## src/rtl/uart_rx_param.sv

```systemverilog
// uart_rx_param: parameterised UART receiver.
// Line -> 2-flop synchronizer -> edge register -> FSM that samples mid-bit.
// Frame results are published with a one-cycle rx_valid pulse and held until the next frame.
module uart_rx_param #(
  parameter int BAUD_MAX    = 52,  // s_clk cycles per bit
  parameter int BAUD_MID    = 26,  // in-bit count at which the line is sampled
  parameter int DATA_BITS   = 8,   // 5..9
  parameter int PARITY_MODE = 0,   // 0 none, 1 odd, 2 even
  parameter int STOP_BITS   = 1    // 1 or 2
) (
  input  logic                 s_clk,
  input  logic                 s_rstn,
  input  logic                 rs232_rx,
  output logic [DATA_BITS-1:0] rx_data,
  output logic                 rx_valid,
  output logic                 parity_err,
  output logic                 frame_err,
  output logic                 busy
);

  localparam int CW = $clog2(BAUD_MAX);

  typedef enum logic [2:0] {IDLE, START, DATA, PARITY, STOP} state_t;

  state_t                 state_q;
  logic [CW-1:0]          cnt_q, cnt_d;
  logic [3:0]             bit_q;
  logic [DATA_BITS-1:0]   shift_q;
  logic                   perr_q, ferr_q;
  logic                   sync1_q, sync2_q, edge_q;

  logic fall, mid, wrap, par_x, par_bad, last_data, last_stop;

  // sync2_q is the current line level, edge_q its value one cycle earlier.
  assign fall      = edge_q & ~sync2_q;
  assign mid       = (cnt_q == CW'(BAUD_MID));
  assign wrap      = (cnt_q == CW'(BAUD_MAX - 1));
  assign cnt_d     = wrap ? '0 : cnt_q + 1'b1;
  assign last_data = (bit_q == 4'(DATA_BITS - 1));
  assign last_stop = (bit_q == 4'(STOP_BITS - 1));
  // XOR over the data word and the received parity bit.
  assign par_x     = (^shift_q) ^ sync2_q;
  assign par_bad   = (PARITY_MODE == 1) ? ~par_x : par_x;

  // Metastability synchronizer plus the delayed copy used for falling-edge detection.
  always_ff @(posedge s_clk) begin
    if (!s_rstn) begin
      sync1_q <= 1'b1;
      sync2_q <= 1'b1;
      edge_q  <= 1'b1;
    end else begin
      sync1_q <= rs232_rx;
      sync2_q <= sync1_q;
      edge_q  <= sync2_q;
    end
  end

  // Receive FSM: counter, shift register and registered frame outputs.
  always_ff @(posedge s_clk) begin
    if (!s_rstn) begin
      state_q    <= IDLE;
      cnt_q      <= '0;
      bit_q      <= '0;
      shift_q    <= '0;
      perr_q     <= 1'b0;
      ferr_q     <= 1'b0;
      rx_data    <= '0;
      rx_valid   <= 1'b0;
      parity_err <= 1'b0;
      frame_err  <= 1'b0;
      busy       <= 1'b0;
    end else begin
      rx_valid <= 1'b0;
      case (state_q)
        IDLE: begin
          cnt_q <= '0;
          if (fall) begin
            state_q <= START;
            busy    <= 1'b1;
            perr_q  <= 1'b0;
            ferr_q  <= 1'b0;
          end
        end
        START: begin
          cnt_q <= cnt_d;
          if (mid && sync2_q) begin
            // Line went back high before mid-bit: treat as a glitch.
            state_q <= IDLE;
            busy    <= 1'b0;
          end else if (wrap) begin
            state_q <= DATA;
            bit_q   <= '0;
          end
        end
        DATA: begin
          cnt_q <= cnt_d;
          if (mid) shift_q <= {sync2_q, shift_q[DATA_BITS-1:1]};
          if (wrap) begin
            bit_q <= bit_q + 1'b1;
            if (last_data) begin
              state_q <= (PARITY_MODE != 0) ? PARITY : STOP;
              bit_q   <= '0;
            end
          end
        end
        PARITY: begin
          cnt_q <= cnt_d;
          if (mid) perr_q <= par_bad;
          if (wrap) state_q <= STOP;
        end
        STOP: begin
          cnt_q <= cnt_d;
          if (mid) begin
            if (!sync2_q) ferr_q <= 1'b1;
            if (last_stop) begin
              // Publish at the final stop sample; IDLE re-arms with half a bit to spare.
              state_q    <= IDLE;
              busy       <= 1'b0;
              rx_valid   <= 1'b1;
              rx_data    <= shift_q;
              parity_err <= (PARITY_MODE != 0) ? perr_q : 1'b0;
              frame_err  <= ferr_q | ~sync2_q;
            end
          end
          if (wrap) bit_q <= bit_q + 1'b1;
        end
        default: begin
          state_q <= IDLE;
          busy    <= 1'b0;
        end
      endcase
    end
  end

endmodule
```

## config.mk

```make
export PLATFORM = sky130hd
export DESIGN_NAME = uart_rx_param
export DESIGN_NICKNAME = d
export VERILOG_FILES = /design/src/rtl/uart_rx_param.sv
export SDC_FILE = /design/constraint.sdc
export NUM_CORES = 1
export LEC_CHECK = 0
export CAP_MARGIN = 5
export CORE_ASPECT_RATIO = 0.5
export CORE_MARGIN = 5
export CORE_UTILIZATION = 55
export DETAILED_ROUTE_END_ITERATION = 10
export PLACE_DENSITY = 0.89
export SYNTH_ARGS = -nofsm -noshare
export SYNTH_HDL_FRONTEND = slang
export SYNTH_SLANG_ARGS = --single-unit
```

## constraint.sdc

```tcl
create_clock -name s_clk -period 3.25 [get_ports s_clk]
set_clock_uncertainty 0.05 [all_clocks]
set_input_delay 0.975 -clock s_clk [delete_from_list [all_inputs] [get_ports s_clk]]
set_output_delay 0.975 -clock s_clk [all_outputs]
set_load 0.05 [all_outputs]
```

==> metrics.md <==
| Metric | Value |
|---|---|
| Reg clk slew, reported paths | 70 ps |
| Crit-path cells | clkdlybuf4s50_1 |
| Dpl ws | 783 ps |
| Core ar. | 2720 sq um |
| CTS max path bufs | 2 |
| Final Hold Viols | 0 |
| VDD IR-drop max | 329 uV |
| Area grow syn2layout | 13.9% |
| Top_reg_cell synth | dfxtp_1 |
| Clock sinks | 36 |
| Maxcap violations | 0 |
| Crit path buf inv count | 1 |
| Sequential element share of the synthesized area | 44.3% |
| Largest net degree at the start of global routing | 23 |
| Post_cts resized | 0 |
| Status | finished, final reports clean |
| Setup crit start kind | flop |
| Placer Congestion | 0.855 |
| DR vias | 1,297 |
| Wire length per cell | 13.5 microns |
| Site row count | 13 |
| Post-DRT Antenna Nets | 0 |
| Post-synth EDFFs | 0 |
| Synth warnings | 0 |
| Die width | 86.9 microns |
| Vias in the first global route | 1,228 |
| Layout cell share with drive strength beyond 1 | 6.28% |
| Hold Buf Count CTS | 0 |
| WL final | 3070 microns |
| Layout fillers | 202 |
| Critical path arrival | 1450 ps |
| Initial core utilization | 59.9% |
| Minimum hold slack | 354 ps |
| Commonest non-fill, non-tap cell in the layout | dfxtp_1 |
| Syn_area_per_cell | 9.19 sq um |
| Crit path capture type | primary output |
| Synth unique cells | 41 |
| Hpwl dp | 2140 microns |
| Postcts setup bufs | 0 |
| Max Fclk | 0.404 GHz |
| PortBufs | 13 |
| IO Count | 15 |
| Insertion delay to the later sink of the worst-skew pair | 290 ps |
| Total Nets Final | 197 |
| Req. time, crit path | 2220 ps |
| Final Critical Period | 2470 ps |
| Worst setup margin | 777 ps |
| Gr usage total | 15.9% |
| Crit Path Max Fanout | 2 |
| Setup CP Type | flop to primary output |
| Vias/cell | 5.69 |
| Final setup violation count | 0 |
| Max-slew headroom at the worst pin | 66.8% |
| Die Y-Extent | 48.5 microns |
| CP max stage delay | 810 ps |
| Netlist area before placement | 1630 sq um |
| Unrepaired setup endpoints after global routing | no |
| Die area | 4210 sq um |
| Area after DPL | 1760 sq um |
| Number of remaining DRC errors | 0 |
| CTS tree | yes |
| Ys async rst share | 0% |
| P_leak | 0.778 nW |
| Initial DRT Pass Iterations | 4 |
| Cts bufs inserted | 5 |
| Initial antenna violation count | 0 |
| Period utilization | 76.1% |
| Design area | 1850 sq um |
| Power per Cell Area | 436 nW/um^2 |
| Syn Inst Count | 177 |
| Most frequent cells in the layout | 36 x dfxtp_1, 31 x nor2_1, 17 x mux2i_1 |
| Total grt overflow | 0 |
| #FFs+latches synth | 36 |
| Root Buffer | clkbuf_8 |
| Initial DRC count | 39 |
| Ant. Diodes | 0 |
| Critical-path top delay cell | clkdlybuf4s50_1 |
| First-pass GRT wire length | 5330 microns |
| Hold Crit Class | flop to flop |
| Cell family with most CP delay | buffers and inverters |
| Post-Route Setup TNS | 0 ps |
| Net Count, Synth | 184 |
| H-tree depth | 2 |
| Worst-margin pin slew | 495 ps |
| Fin. max-slew vios | 0 |
[metrics by stage]
step / total power (W) / util [%] / instances
CTS: 0.000814 / 68.2 / 228
detailed placement: 0.000486 / 64.8 / 220
finish: 0.000809 / 68.2 / 228
floorplan: 0.000478 / - / 177
global placement: 0.000485 / 64.8 / 220
global route: 0.000840 / 68.2 / 228
[where the power goes]
| part | total, W | switching, W | internal (W) | leakage, nW |
|---|---|---|---|---|
| sequential | 0.000447 | 0.00000337 | 0.000444 | 0.291 |
| clock | 0.000333 | 0.000161 | 0.000172 | 0.0445 |
| combinational | 0.0000286 | 0.0000196 | 0.00000907 | 0.443 |
| total | 0.000809 | 0.000183 | 0.000625 | 0.778 |
[registers in the layout, indices dropped and copies added (netlist names)]
name and cells:
bit_q 4, busy 1, cnt_q 6, edge_q 1, ferr_q 1, frame_err 1, rx_data 8, rx_valid 1
shift_q 8, state_q 3, sync1_q 1, sync2_q 1
[worst paths after layout]
kind / from / to / slack (ps) / cells past startpoint
setup / recovery: frame_err / frame_err / 780 / 1
hold / removal: sync1_q / sync2_q / 350 / 1
setup reg to reg: bit_q[0] / frame_err / 1350 / 5
hold reg to reg: sync1_q / sync2_q / 350 / 1
[cell usage after synthesis, types with 4 or more instances]
library cell | n | share of area (%)
dfxtp_1 | 36 | 44
nor2_1 | 31 | 7.2
mux2i_1 | 17 | 10
nand4_1 | 8 | 3.1
inv_1 | 7 | 1.6
a21oi_1 | 6 | 1.8
nand2_1 | 6 | 1.4
nand3_1 | 5 | 1.5
ha_1 | 4 | 3.1
nand2b_1 | 4 | 1.5
nor2b_1 | 4 | 1.5
xor2_1 | 4 | 2.2
[cells by family after synthesis]
group                      synth area share (%)
AOI/OAI and AO/OA                          8.31
xor gates and xnor gates                   2.69
DFF                                        44.3
other                                     0.231
muxes                                      10.5
buffers and inverters                      5.00
adders and majority gates                  3.08
and+or+nand+nor                            25.9
[layout make-up]
cell class                 instances  area (sq um)  share of cell area (%)
multi-input combinational        125           825                    44.5
clock buffer                       7          86.3                    4.66
sequential                        36           721                    38.9
inverter                           8          30.0                    1.62
clock inverter                     1          7.51                   0.405
tap                               37          46.3                    2.50
timing repair buffer              14           138                    7.43
[metal layers]
metal	track usage, %	vias to the layer above	part of all wire [%]
met4	7.51	0	2.0
met2	25.1	30	46
met3	5.06	8	5.1
li1	-	641	-
met1	19.6	618	47
met5	0	-	0
(Power assumes the default switching activity.)
